<file path="src/rtl/mul_arb_if.sv">
// mul_arb_if: bundle of the request, multiplier and response channels of
// the shared-multiplier arbiter.
//   req_*   : two issue slots -> arbiter (valid/ready per slot)
//   mul_*   : arbiter stage-1 registers -> combinational multiplier, and
//             the multiplier product back (mul_result)
//   resp_*  : arbiter stage-2 registers -> consumer (valid/ready)
// slave  : the arbiter's view.  master : the environment's view.
interface mul_arb_if #(
  parameter int TAG_W = 4
);
  logic [1:0]            req_valid;
  logic [1:0]            req_ready;
  logic [1:0][3:0]       req_op;
  logic [1:0][31:0]      req_rdata1;
  logic [1:0][31:0]      req_rdata2;
  logic [1:0][TAG_W-1:0] req_tag;

  logic [3:0]            mul_op;
  logic [31:0]           mul_rdata1;
  logic [31:0]           mul_rdata2;
  logic [31:0]           mul_result;

  logic                  resp_valid;
  logic                  resp_ready;
  logic                  resp_src;
  logic [TAG_W-1:0]      resp_tag;
  logic [31:0]           resp_result;

  modport slave (
    input  req_valid, req_op, req_rdata1, req_rdata2, req_tag,
    input  mul_result, resp_ready,
    output req_ready, mul_op, mul_rdata1, mul_rdata2,
    output resp_valid, resp_src, resp_tag, resp_result
  );

  modport master (
    output req_valid, req_op, req_rdata1, req_rdata2, req_tag,
    output mul_result, resp_ready,
    input  req_ready, mul_op, mul_rdata1, mul_rdata2,
    input  resp_valid, resp_src, resp_tag, resp_result
  );
endinterface

</file>
<file path="src/rtl/mul_arb.sv">
// mul_arb: round-robin arbiter and two-stage pipeline controller for a
// shared 32-bit multiplier serving two issue slots.
// Ports:
//   clock : rising-edge clock
//   reset : asynchronous active-low reset
//   kill  : flush; drops everything in flight and blocks same-cycle accepts
//   bus   : mul_arb_if.slave (request, multiplier and response channels)
// Stage 1 holds the granted op/operands and drives the multiplier; stage 2
// captures the product and presents it on the response channel.
module mul_arb #(
  parameter int TAG_W = 4
) (
  input  logic       clock,
  input  logic       reset,
  input  logic       kill,
  mul_arb_if.slave   bus
);

  logic             ptr;
  logic             s1_valid;
  logic [3:0]       s1_op;
  logic [31:0]      s1_rdata1;
  logic [31:0]      s1_rdata2;
  logic             s1_src;
  logic [TAG_W-1:0] s1_tag;
  logic             s2_valid;
  logic [31:0]      s2_result;
  logic             s2_src;
  logic [TAG_W-1:0] s2_tag;

  logic [1:0] grant;
  logic       s2_free;
  logic       s1_free;
  logic       s1_adv;
  logic       accept;
  logic       acc_src;
  logic       resp_hs;

  assign s2_free = !s2_valid || bus.resp_ready;
  assign s1_adv  = s1_valid && s2_free;
  assign s1_free = !s1_valid || s2_free;
  assign resp_hs = s2_valid && bus.resp_ready;

  // Grant looks at req_valid only; the pointer breaks ties.
  always_comb begin
    grant = bus.req_valid;
    if (&bus.req_valid) begin
      grant = ptr ? 2'b10 : 2'b01;
    end
  end

  // Reset gates ready combinationally so it drops the moment reset asserts.
  assign bus.req_ready = grant & {2{s1_free && !kill && reset}};

  // req_ready is one-hot or zero, so bit 1 identifies the accepted slot.
  assign accept  = |(bus.req_valid & bus.req_ready);
  assign acc_src = bus.req_ready[1];

  always_ff @(posedge clock or negedge reset) begin
    if (!reset) begin
      ptr       <= 1'b0;
      s1_valid  <= 1'b0;
      s1_op     <= '0;
      s1_rdata1 <= '0;
      s1_rdata2 <= '0;
      s1_src    <= 1'b0;
      s1_tag    <= '0;
      s2_valid  <= 1'b0;
      s2_result <= '0;
      s2_src    <= 1'b0;
      s2_tag    <= '0;
    end else begin
      if (accept) begin
        ptr       <= ~acc_src;
        s1_op     <= bus.req_op[acc_src];
        s1_rdata1 <= bus.req_rdata1[acc_src];
        s1_rdata2 <= bus.req_rdata2[acc_src];
        s1_src    <= acc_src;
        s1_tag    <= bus.req_tag[acc_src];
      end

      if (kill) begin
        s1_valid <= 1'b0;
      end else if (accept) begin
        s1_valid <= 1'b1;
      end else if (s1_adv) begin
        s1_valid <= 1'b0;
      end

      // Data may load during kill; the cleared valid makes it invisible.
      if (s1_adv) begin
        s2_result <= bus.mul_result;
        s2_src    <= s1_src;
        s2_tag    <= s1_tag;
      end

      if (kill) begin
        s2_valid <= 1'b0;
      end else if (s1_adv) begin
        s2_valid <= 1'b1;
      end else if (resp_hs) begin
        s2_valid <= 1'b0;
      end
    end
  end

  assign bus.mul_op      = s1_op;
  assign bus.mul_rdata1  = s1_rdata1;
  assign bus.mul_rdata2  = s1_rdata2;
  assign bus.resp_valid  = s2_valid;
  assign bus.resp_src    = s2_src;
  assign bus.resp_tag    = s2_tag;
  assign bus.resp_result = s2_result;

endmodule
</file>
<file path="src/flat_wrapper.sv">
// flat-port wrapper written by rule: the top's interface ports become plain ports
module mul_arb_flat 
#(
  parameter int TAG_W = 4
)
  (clock, reset, kill, bus_req_valid, bus_req_op, bus_req_rdata1, bus_req_rdata2, bus_req_tag, bus_mul_result, bus_resp_ready, bus_req_ready, bus_mul_op, bus_mul_rdata1, bus_mul_rdata2, bus_resp_valid, bus_resp_src, bus_resp_tag, bus_resp_result);
  mul_arb_if #(.TAG_W(TAG_W)) bus_i ();
  input  logic clock;
  input  logic reset;
  input  logic kill;
  input wire logic [$bits(bus_i.req_valid)-1:0] bus_req_valid;
  input wire logic [$bits(bus_i.req_op)-1:0] bus_req_op;
  input wire logic [$bits(bus_i.req_rdata1)-1:0] bus_req_rdata1;
  input wire logic [$bits(bus_i.req_rdata2)-1:0] bus_req_rdata2;
  input wire logic [$bits(bus_i.req_tag)-1:0] bus_req_tag;
  input wire logic [$bits(bus_i.mul_result)-1:0] bus_mul_result;
  input wire logic [$bits(bus_i.resp_ready)-1:0] bus_resp_ready;
  output wire logic [$bits(bus_i.req_ready)-1:0] bus_req_ready;
  output wire logic [$bits(bus_i.mul_op)-1:0] bus_mul_op;
  output wire logic [$bits(bus_i.mul_rdata1)-1:0] bus_mul_rdata1;
  output wire logic [$bits(bus_i.mul_rdata2)-1:0] bus_mul_rdata2;
  output wire logic [$bits(bus_i.resp_valid)-1:0] bus_resp_valid;
  output wire logic [$bits(bus_i.resp_src)-1:0] bus_resp_src;
  output wire logic [$bits(bus_i.resp_tag)-1:0] bus_resp_tag;
  output wire logic [$bits(bus_i.resp_result)-1:0] bus_resp_result;
  assign bus_i.req_valid = bus_req_valid;
  assign bus_i.req_op = bus_req_op;
  assign bus_i.req_rdata1 = bus_req_rdata1;
  assign bus_i.req_rdata2 = bus_req_rdata2;
  assign bus_i.req_tag = bus_req_tag;
  assign bus_i.mul_result = bus_mul_result;
  assign bus_i.resp_ready = bus_resp_ready;
  assign bus_req_ready = bus_i.req_ready;
  assign bus_mul_op = bus_i.mul_op;
  assign bus_mul_rdata1 = bus_i.mul_rdata1;
  assign bus_mul_rdata2 = bus_i.mul_rdata2;
  assign bus_resp_valid = bus_i.resp_valid;
  assign bus_resp_src = bus_i.resp_src;
  assign bus_resp_tag = bus_i.resp_tag;
  assign bus_resp_result = bus_i.resp_result;
  mul_arb #(.TAG_W(TAG_W)) u_core (.clock(clock), .reset(reset), .kill(kill), .bus(bus_i));
endmodule
</file>
<file path="config.mk">
export PLATFORM = sky130hd
export DESIGN_NAME = mul_arb_flat
export DESIGN_NICKNAME = d
export VERILOG_FILES = /design/src/rtl/mul_arb_if.sv /design/src/rtl/mul_arb.sv /design/src/flat_wrapper.sv
export SDC_FILE = /design/constraint.sdc
export NUM_CORES = 1
export LEC_CHECK = 0
export ABC_AREA = 1
export ABC_CLOCK_PERIOD_IN_PS = 2100
export BUFFER_PORTS_ARGS = -buffer_cell sky130_fd_sc_hd__buf_4
export CAP_MARGIN = 20
export CORE_AREA = 2 2 113 115
export CTS_BUF_LIST = sky130_fd_sc_hd__clkbuf_4 sky130_fd_sc_hd__clkbuf_8
export CTS_CLUSTER_DIAMETER = 150
export DETAILED_ROUTE_END_ITERATION = 10
export DIE_AREA = 0 0 115 117
export GPL_TIMING_DRIVEN = 0
export PLACE_DENSITY_LB_ADDON = 0.05
export SYNTH_ARGS = -nofsm -noshare
export SYNTH_HDL_FRONTEND = slang
export SYNTH_SLANG_ARGS = --single-unit
</file>
<file path="constraint.sdc">
create_clock -name clock -period 2.1 [get_ports clock]
set_input_delay 0.42 -clock clock [delete_from_list [all_inputs] [get_ports clock]]
set_output_delay 0.42 -clock clock [all_outputs]
set_load 0.03 [all_outputs]
</file>
After elaboration in Yosys (flattened, before gate mapping)
Index checks and enable logic that the tools add are counted.
{ "op_classes": {"n_lt_le_gt_ge": 1, "n_mux": 16, "bitwise_logic": 3, "reduce_logical": 13} }
{ "ops": {"columns": ["op", "n"], "rows": [
  ["$mux 32", 4],
  ["$mux 4", 4],
  ["$mux 1", 6],
  ["$reduce_bool 3->1", 2],
  ["$and 2x2->2", 2],
  ["$logic_and 1x1->1", 4],
  ["$mux 2", 2],
  ["$logic_not 1->1", 3],
  ["$logic_or 1x1->1", 2],
  ["$lt 1x2->1 const B", 1],
  ["$reduce_and 2->1", 1],
  ["$reduce_or 2->1", 1],
  ["$not 1->1", 1]
]} }
{ "totals": {"register_bits": 113, "inputBits": 182, "word_cells": 44} }

Longest topological paths before layout
{ "depth": {"ltp_word": 10, "depth_mapped": 8, "ltp_nobuf": 7} }

Least setup slack after synthesis
Ideal clock, no wire load.
{ "synth_path": {"path_kind": "flip-flop to output port", "from": "register u_core.s2_valid, in the netlist u_core.bus.resp_valid", "to": "output port bus_req_ready[0]", "arrival_ns": 1.168, "required_ns": 1.680, "path_slack_ns": 0.512, "stages_incl_launch_ff": 5, "path_cell_list": "dfrtp_1 > nand3_2 > nand3_2 > inv_2 > buf_2"} }
{ "synth_via": {"elab_chain_len": 6} }
{ "synth_rtl": {"columns": ["element", "line", "text"], "rows": [
  ["start: declaration", "mul_arb.sv:26", "logic s2_valid;"],
  ["start signal: assignment", "mul_arb.sv:68", "s2_valid <= 1'b0;"],
  ["start signal: assignment", "mul_arb.sv:98", "s2_valid <= 1'b0;"],
  ["start signal: assignment", "mul_arb.sv:100", "s2_valid <= 1'b1;"],
  ["$logic_not 1->1", "mul_arb.sv:39", "assign s2_free = !s2_valid || bus.resp_ready;"],
  ["$logic_or 1x1->1", "mul_arb.sv:39", null],
  ["$logic_or 1x1->1", "mul_arb.sv:41", "assign s1_free = !s1_valid || s2_free;"],
  ["$logic_and 1x1->1 (2 in series)", "mul_arb.sv:53", "assign bus.req_ready = grant & {2{s1_free && !kill && reset}};"],
  ["$and 2x2->2", "mul_arb.sv:53", null],
  ["end: declaration", "flat_wrapper.sv:18", "output wire logic [$bits(bus_i.req_ready)-1:0] bus_req_ready;"]
]} }
No other way between the ends.

Worst setup path in the final report
{ "layout_path": {"from": "register u_core.ptr", "to": "output port bus_req_ready[1]"} }
{ "layout_via": {"elab_chain_len": 3} }
{ "layout_rtl": {"columns": ["element", "line", "text"], "rows": [
  ["start: declaration", "mul_arb.sv:19", "logic ptr;"],
  ["start signal: assignment", "mul_arb.sv:74", "ptr <= ~acc_src;"],
  ["$mux 2", "mul_arb.sv:48", "grant = ptr ? 2'b10 : 2'b01;"],
  ["$mux 2", "mul_arb.sv:47", "if (&bus.req_valid) begin"],
  ["$and 2x2->2", "mul_arb.sv:53", null]
]} }
No other way between the ends.

==> impl_summary.md <==
Power and ir drop
In this run the power density over the cells is 1070 nW/um^2. VDD sags by at most 0.000491 V. Summed over all cells, the static leakage comes to 0.00414 uW.

GRT
The total routing resource utilization after global routing is 0.215. The first global-routing pass estimated 21.8 mm of wire. The number of global-route vias before repair is 4319. The initial antenna violation count is 0. The total overflow left after global routing is 0. Entering global routing, the biggest net connects 33 pins.

Placement
The cell area after placement is 7210 um^2. The final weighted congestion in routability-driven placement is 0.756. Once placement completed, the tool counted placed cells totaling 936. The HPWL after detailed placement is 10.8 mm. The count of buffers added on input and output ports is 289.

Synthesis
The netlist uses 20 different library cells. Of the total synthesized cell area, the portion taken by XOR and XNOR cells is 0. Each instance of the synthesized netlist takes up on average 9.72 um^2. Of the total synthesized cell area, the portion taken by AND, OR, NAND and NOR gates is 0.264. After synthesis, the cell types taking the most area are dfrtp_1, nand2_1, nand3_1, mux2_2, mux2_4. The share of the synthesized area in compound gates (AO/OA/AOI/OAI) is 0.00934. The largest family of logic cells by synthesized area is simple AND/OR/NAND/NOR gates.

The synthesis warning total is 0. Summing every instance area after synthesis gives 4820 um^2. Of the post-synthesis cell area, the dominant cell type holds 0.586. Of all cell types, the one taking the most synthesized area is dfrtp_1. Of the synthesized area, sequential elements account for 0.586.

The share of synthesized area spent on multiplexers is 0.0919. The number of cells produced by synthesis is 496. Of the total synthesized cell area, the portion taken by full adders, half adders and majority gates is 0.

The number of nets in the synthesized netlist is 678. Counting flops and latches in the post-synthesis netlist gives 113.

Route
In this run, the number of DRC markers left after iteration 0 of detailed routing was 175. In the final routed layout, each cell accounts on average for 14.9 um. The number of DRC violations after detailed routing is 0.

The number of search-and-repair iterations in the first detailed-routing pass is 5. The final layout contains routed wiring with a total length of 14.6 mm. The number of vias in the routed layout is 4560. The vias per cell is 4.68.

The antenna violation net count after detailed routing is 0.

STA
The final count of hold timing violations is 0. The transition time at the pin with the least slew margin is 0.445 ns. The normalized max-slew margin is 0.702. The number of pins exceeding their max-slew limit in the final report is 0. The setup-violating endpoint count in the final report is 0.

The largest clock skew in the final design is 0.00773 ns. Dividing the final minimum period by the clock period gives 0.917. The minimum clock period is 1.93 ns. Setup repair after global routing left no endpoint under its margin.

For this run, the top clock speed supported by timing is 0.519 GHz.

Die
The die is 117 um tall. From left edge to right edge, the die measures 115 um. In this run the core area contains 41 standard-cell rows. The die covers 13500 um^2. The region available for standard cell placement spans 12300 um^2.

For this configuration, the core starts out at a cell density of 0.392. The number of top-level pins is 290.

Clock network
Clock-pin slew was measured on the worst setup and hold paths at 0.07 ns. The number of clock sinks is 113. The clock latency reported for the late side of the worst-skew pair is 0.43 ns.

TritonCTS created 17 clock buffers. The largest buffer count on any clock path is 2. The number of levels in the clock H-tree is 4.

TritonCTS built the clock tree. The master cell of the clock root buffer is clkbuf_8.

Finish
The utilization after layout is 0.632. Once layout is done, the placed cells without fillers occupy 7790 um^2. In the final layout, the share of cells above drive strength 1 is 0.474. Compared with the post-synthesis result, the final layout area differs by 61.5%. In the layout the commonest cells are buf_4, nand2_1, dfrtp_1, nand3_1, clkbuf_8. In the final design database the tool counted 995 nets.

The library cell used most frequently in the layout, excluding fill and tap cells, is buf_4. The final cell count without fillers is 975. The repair_antennas step left the layout with diodes totalling 0.

Run status
The flow ran to the end, and the final reports show no timing, DRC or antenna violations.

Critical path
STA classifies the critical path endpoint as a primary output. The sort of element at the start of the critical path is a flip-flop. Setup slack on the worst reg-to-reg path comes out at 0.63 ns. STA puts the critical path data arrival time at 1.51 ns. The worst-path maximum fanout is 17.

The type of the setup path with the least slack is reg2out. For the worst setup path, the data required time is 1.68 ns.

Worst hold path
The class of the tightest hold or removal check is in2async.

Job
The total of max-cap violations is 0.
==> sequential cells by signal, summed over array words and instances (netlist names) <==
| register | flops |
|---|---|
| u_core.bus.mul_rdata1 | 32 |
| u_core.bus.mul_rdata2 | 32 |
| u_core.bus.resp_result | 32 |
| u_core.bus.mul_op | 4 |
| u_core.bus.resp_tag | 4 |
| u_core.s1_tag | 4 |
| u_core.bus.resp_src | 1 |
| u_core.bus.resp_valid | 1 |
| u_core.ptr | 1 |
| u_core.s1_src | 1 |
| u_core.s1_valid | 1 |
==> final cells by class <==
class                           count  area, um^2
Fill cell                        1092        4530
Sequential cell                   113        2830
Timing Repair Buffer              300        2390
Multi-Input combinational cell    346        1770
Clock buffer                       25         319
Tap cell                          150         188
Buffer                             23         179
Clock inverter                      6        55.1
Inverter                           12        55.1
==> logic make-up (layout without fill, tap and decap cells) <==
| group | after synthesis | count (layout) |
|---|---|---|
| AO/OA/AOI/OAI | 6 | 6 |
| AND/OR/NAND/NOR | 304 | 304 |
| flip-flops | 113 | 113 |
| buffers and inverters | 37 | 366 |
| multiplexers | 36 | 36 |
==> synthesized netlist by cell type <==
cell,count
nand3_1,72
a21oi_2,1
buf_4,3
a21oi_1,2
nand2_1,225
o21ai_0,2
nor2_4,1
dfrtp_1,113
buf_2,13
nand4_1,2
inv_2,3
o21ai_4,1
mux2_4,10
buf_6,9
nand3_2,2
mux2_1,8
nand2_2,1
nand3_4,1
mux2_2,18
inv_1,9
==> worst max-delay path, stage by stage (launching register included) <==
cell and delay, ns:
dfrtp_1 0.38, nand2_1 0.07, nand2_2 0.14, nand3_4 0.13
inv_6 0.16, buf_4 0.18
==> layer usage <==
| metal | GRT usage | vias up | share of wire |
|---|---|---|---|
| met5 | 0 | - | 0 |
| met4 | 0.0956 | 0 | 0.024 |
| met3 | 0.0788 | 24 | 0.090 |
| met2 | 0.371 | 192 | 0.50 |
| met1 | 0.239 | 2114 | 0.38 |
| li1 | - | 2230 | - |
==> repair_timing <==
item | in CTS | in global routing
gates resized for setup | 7 | 2
hold endpoints to repair | 49 | 0
setup endpoints to repair | 2 | 1
buffers inserted | 0 | 3
hold buffers | 5 | 0
cloned | 2 | 0
==> worst paths after layout <==
path,depth (start not counted),end,startpoint
setup / recovery,5,bus_req_ready[1],u_core.ptr
hold / removal,2,u_core.bus.mul_rdata2[26],reset
setup reg to reg,7,u_core.bus.mul_rdata2[2],u_core.ptr
hold reg to reg,2,u_core.bus.mul_rdata2[16],u_core.bus.mul_rdata2[16]
max in group asynchronous,4,u_core.bus.mul_rdata1[16],reset
min in group clock,2,u_core.s1_valid,kill
==> where the power goes <==
part / internal, uW / switching [uW] / total [uW]
clock network: 1100 / 844 / 1940
registers: 2780 / 331 / 3110
logic: 1380 / 1910 / 3290
==> through the flow <==
stage	TNS [ns]	hold slack, ns	power (uW)	setup WS [ns]
after floorplan	0	0.124	4930	0.512
after detailed placement	-19.34	0.399	6410	-0.664
after global routing	0	0.00596	8770	0.0492
after global placement	-53.45	0.461	6340	-1.12
after CTS	0	0.00177	8410	0.0397
final	0	0.0288	8340	0.175
(Power assumes the default switching activity.)
